`src/rtl/uart_tx_frame.sv`:
```
// rtl/uart_tx_frame.sv - 8N1 UART transmitter with one-byte holding register
// Optional even parity bit when UART_TX_PARITY_EN is defined.
module uart_tx_frame #(
  parameter int CLK_FRE   = 50,
  parameter int BAUD_RATE = 115200
) (
  input  logic       clk,
  input  logic       reset,
  input  logic [7:0] tx_data,
  input  logic       tx_en,
  output logic       tx_ready,
  output logic       tx_busy,
  output logic       tx_overflow,
  output logic       tx_pin
);

  localparam int CYCLE = CLK_FRE * 1000000 / BAUD_RATE;
  localparam int CW    = (CYCLE > 1) ? $clog2(CYCLE) : 1;
  localparam logic [CW-1:0] BAUD_LAST = CW'(CYCLE - 1);

  typedef enum logic [2:0] {
    IDLE,
    START,
    DATA,
`ifdef UART_TX_PARITY_EN
    PARITY,
`endif
    STOP
  } state_t;

  state_t          state_q, state_d;
  logic [CW-1:0]   baud_q, baud_d;
  logic [2:0]      bit_q, bit_d;
  logic [2:0]      bit_next;
  logic [7:0]      shift_q, shift_d;
  logic [7:0]      hold_q, hold_d;
  logic            hold_valid_q, hold_valid_d;
  logic            pin_q, pin_d;
  logic            ovf_q, ovf_d;
  logic            baud_end;

  assign baud_end = (baud_q == BAUD_LAST);
  assign bit_next = bit_q + 3'd1;

  always_comb begin
    state_d      = state_q;
    baud_d       = baud_q;
    bit_d        = bit_q;
    shift_d      = shift_q;
    hold_d       = hold_q;
    hold_valid_d = hold_valid_q;
    pin_d        = pin_q;
    ovf_d        = tx_en & hold_valid_q;

    // Accept and drain are mutually exclusive: both key off the registered hold_valid.
    if (tx_en && !hold_valid_q) begin
      hold_d       = tx_data;
      hold_valid_d = 1'b1;
    end

    case (state_q)
      IDLE: begin
        pin_d  = 1'b1;
        baud_d = '0;
        if (hold_valid_q) begin
          state_d      = START;
          shift_d      = hold_q;
          hold_valid_d = 1'b0;
          pin_d        = 1'b0;
        end
      end
      START: begin
        if (baud_end) begin
          state_d = DATA;
          baud_d  = '0;
          bit_d   = 3'd0;
          pin_d   = shift_q[0];
        end else begin
          baud_d = baud_q + 1'b1;
        end
      end
      DATA: begin
        if (baud_end) begin
          baud_d = '0;
          if (bit_q == 3'd7) begin
`ifdef UART_TX_PARITY_EN
            state_d = PARITY;
            pin_d   = ^shift_q;
`else
            state_d = STOP;
            pin_d   = 1'b1;
`endif
          end else begin
            bit_d = bit_next;
            pin_d = shift_q[bit_next];
          end
        end else begin
          baud_d = baud_q + 1'b1;
        end
      end
`ifdef UART_TX_PARITY_EN
      PARITY: begin
        if (baud_end) begin
          state_d = STOP;
          baud_d  = '0;
          pin_d   = 1'b1;
        end else begin
          baud_d = baud_q + 1'b1;
        end
      end
`endif
      STOP: begin
        if (baud_end) begin
          baud_d = '0;
          // A waiting byte goes straight into its start bit with no idle gap.
          if (hold_valid_q) begin
            state_d      = START;
            shift_d      = hold_q;
            hold_valid_d = 1'b0;
            pin_d        = 1'b0;
          end else begin
            state_d = IDLE;
            pin_d   = 1'b1;
          end
        end else begin
          baud_d = baud_q + 1'b1;
        end
      end
      default: begin
        state_d = IDLE;
        baud_d  = '0;
        pin_d   = 1'b1;
      end
    endcase
  end

  always_ff @(posedge clk) begin
    if (reset) begin
      state_q      <= IDLE;
      baud_q       <= '0;
      bit_q        <= 3'd0;
      shift_q      <= 8'h00;
      hold_q       <= 8'h00;
      hold_valid_q <= 1'b0;
      pin_q        <= 1'b1;
      ovf_q        <= 1'b0;
    end else begin
      state_q      <= state_d;
      baud_q       <= baud_d;
      bit_q        <= bit_d;
      shift_q      <= shift_d;
      hold_q       <= hold_d;
      hold_valid_q <= hold_valid_d;
      pin_q        <= pin_d;
      ovf_q        <= ovf_d;
    end
  end

  assign tx_ready    = ~hold_valid_q;
  assign tx_busy     = (state_q != IDLE);
  assign tx_overflow = ovf_q;
  assign tx_pin      = pin_q;

endmodule

```
`config.mk`:
```
export PLATFORM = sky130hd
export DESIGN_NAME = uart_tx_frame
export DESIGN_NICKNAME = d
export VERILOG_FILES = /design/src/rtl/uart_tx_frame.sv
export SDC_FILE = /design/constraint.sdc
export NUM_CORES = 1
export LEC_CHECK = 0
export CORE_MARGIN = 10
export CORE_UTILIZATION = 45
export CTS_BUF_LIST = sky130_fd_sc_hd__clkbuf_8
export DETAILED_ROUTE_END_ITERATION = 12
export HOLD_SLACK_MARGIN = 0.12
export PLACE_DENSITY_LB_ADDON = 0.05
export SYNTH_ARGS = -nofsm -noshare
export SYNTH_HDL_FRONTEND = slang
export SYNTH_SLANG_ARGS = --single-unit
```
`constraint.sdc`:
```
create_clock -name clk -period 5.89 [get_ports clk]
set_clock_uncertainty 0.15 [all_clocks]
set_input_delay 1.178 -clock clk [delete_from_list [all_inputs] [get_ports clk]]
set_output_delay 1.178 -clock clk [all_outputs]
set_load 0.02 [all_outputs]
```
==> results.ini <==
[status]
outcome = finished clean

[synth]
synth.avg_cell_area_sq_um = 9.56
syn_area_sq_um = 1510
synth-edff-count = 0
ys.flop_type = dfxtp_1
ys_ff_latch = 33
synth-compound-area-share_pct = 6.79
synth-simple-area-share_pct = 20.5
synth_top_area_share_pct = 43.7
synth_nets = 177
yosys.cell_types.count = 31
synth_xor_xnor_area_share_pct = 4.06
yosysMostFrequentCell = dfxtp_1
synth_mux_area_share_pct = 15.4
syn_inst = 158
synthTopCellsByArea = dfxtp_1, mux2i_1, nor2_1
synth_top_family_by_area = simple AND/OR/NAND/NOR gates
yosys-top-cells-count = dfxtp_1, nor2_1, mux2i_1
synth_top_cell_by_area = dfxtp_1
ys_warn_count = 0
synthArstFlopShare_pct = 0
yosysSeqAreaShare_pct = 43.7
synth_fa_ha_area_share_pct = 6.63

[clock_tree]
cts_sinks = 33
cts_made_buffers = 5
cts_tree = done
clock-root-buffer = clkbuf_8
path_clk_slew_ps = 60
cts_resized = 0
hold_buffers = 0
max-clock-path-buffers = 2
clkLatencyLatePin_ps = 290
h-tree-depth = 2
post_cts_buffers = 0

[finish]
area_growth_pct = 19.0
nets = 192
final_cells = 218
multiInputGateArea_sq_um = 806
seq_area_sq_um = 661
drive_gt1_share_pct = 6.90
n_fill_cell = 292
antenna_cells = 0

[critical_path]
cp_common_cell = inv_1
path_max_fanout = 5
crit_path_start = state_q[1]$_SDFFE_PP0P_
path_buf_inv = 3
cp-start-kind = flop
required_ps = 4560
r2r-start = baud_q[3]$_SDFF_PP0_
cp-end-kind = output port
crit_path_cell_trace = inv_1 > ha_1 > inv_1 > clkdlybuf4s50_1
cpPeakStageDelay_ps = 600
worst-setup-path-type = flop to output port
crit_slowest_cell = clkdlybuf4s50_1
critPathArrivalTime_ps = 1720
crit_family = buffers and inverters

[floorplanning]
die-area_sq_um = 6070
fp.dieH_um = 77.9
core-area_sq_um = 3130
die_w_um = 77.9
start_util_pct = 48.3
std_cell_rows = 20
ios = 15

[sta]
fin_tns_setup_ps = 0
maxSlewViolCount = 0
setup_viol = 0
rsz0062_at_grt = false
worst_pin_slew_ps = 946
relSlewSlack_pct = 36.8
hold_slack_ps = 333
hold_viol = 0
fmax_mhz = 328
layout_min_cycle_time_ps = 3050
fin_crit_sh_pct = 51.8

[detailed_routing]
totalWireLength_mm = 2.92
vias = 1113
first_iter_violations = 85
wl_per_cell_um = 13.4
drtAntennaViolNets = 0
dr.pass1.iters = 4
route.detailed.drc = 0
via_per_inst = 5.11

[power_and_ir_drop]
p_per_area_nw_per_um2 = 394
ir_drop_mv = 0.177
leakage_nw = 0.671
power_frac_comb_pct = 30.8
p_sw_share_pct = 31.3
total_power_uw = 708
switching_power_uw = 222
intPower_uw = 487
sequentialPowerShare_pct = 38.4
pwr-share-clk_pct = 30.8

[global_routing]
grt_pass1_wl_mm = 5.22
antenna_found_initial = 0
grt_max_degree = 28
overflow = 0
grt_use_total_pct = 10.7
grt_pass1_vias = 1106

[run]
drv_cap = 0

[placement]
gp_congestion = 0.818
numPortBuffers = 14
place_hpwl_mm = 2.18
dp_cells = 210

[min_path]
hp-start = baud_q[0]$_SDFF_PP0_
hold_path_class = flop to flop

## metrics by stage
step                worst slack [ps]  util, %  area (sq um)
floorplan                       3700        -          1510
global placement                2800     53.7          1680
detailed placement              2780     53.7          1680
CTS                             2830     57.4          1800
global route                    2750     57.4          1800
finish                          2840     57.4          1800
## path summary, 6_finish.rpt
path,slack (ps),cells past startpoint,end
max,2840,4,tx_busy
min,330,1,baud_q[0]$_SDFF_PP0_
max reg2reg,3750,4,shift_q[5]$_SDFFE_PP0P_
min reg2reg,330,1,baud_q[0]$_SDFF_PP0_
## routing by layer
layer  vias to the layer above  share of wire [%]  global-route usage [%]
met5                         -                  0                       0
met4                         0                1.8                    4.30
met3                         6                4.9                    5.07
met2                        20                 47                    16.4
met1                       520                 46                    12.5
li1                        567                  -                       -
## registers in the layout, indices dropped and copies added, names as in the netlist
| name | cells |
|---|---|
| baud_q | 9 |
| bit_q | 3 |
| hold_q | 8 |
| hold_valid_q | 1 |
| shift_q | 8 |
| state_q | 2 |
| tx_overflow | 1 |
| tx_pin | 1 |
## placed cells by master (no fill, tap or decap), drive strengths merged, types with 2 or more instances in the layout
master         netlist  layout
a21oi                2       2
a31oi                2       2
clkbuf               4       6
clkdlybuf4s50        0      14
nor2b                3       3
nand3                3       3
mux2i               21      21
xnor2                4       4
nand2               10      10
inv                  5       6
xor2                 3       3
nand4                2       2
a211oi               2       2
nand2b               5       5
dfxtp               33      33
nor3                 6       6
nor2                30      30
ha                   8       8
## power by group through the flow
stage                     Combinational [mW]  Sequential, mW  Clock (mW)
final                                  0.218           0.272       0.218
after global routing                   0.239           0.276       0.234
after CTS                              0.220           0.272       0.224
after detailed placement               0.219           0.277           0
after global placement                 0.216           0.276           0
after floorplan                        0.157           0.273           0
## layout make-up
class                           instances  share of cell area (%)
Multi-Input combinational cell        114                    44.8
Sequential cell                        33                    36.8
Timing Repair Buffer                   14                    7.80
Clock buffer                            6                    4.60
Tap cell                               44                    3.06
Clock inverter                          2                    1.88
Inverter                                5                    1.04
## logic make-up after synthesis
group	after synthesis
and+or+nand+nor	65
DFF	33
muxes	22
AOI/OAI and AO/OA	12
buffers and inverters	11
adders and majority gates	8
xor gates and xnor gates	7
No activity file was read; power rests on OpenSTA's default activity.
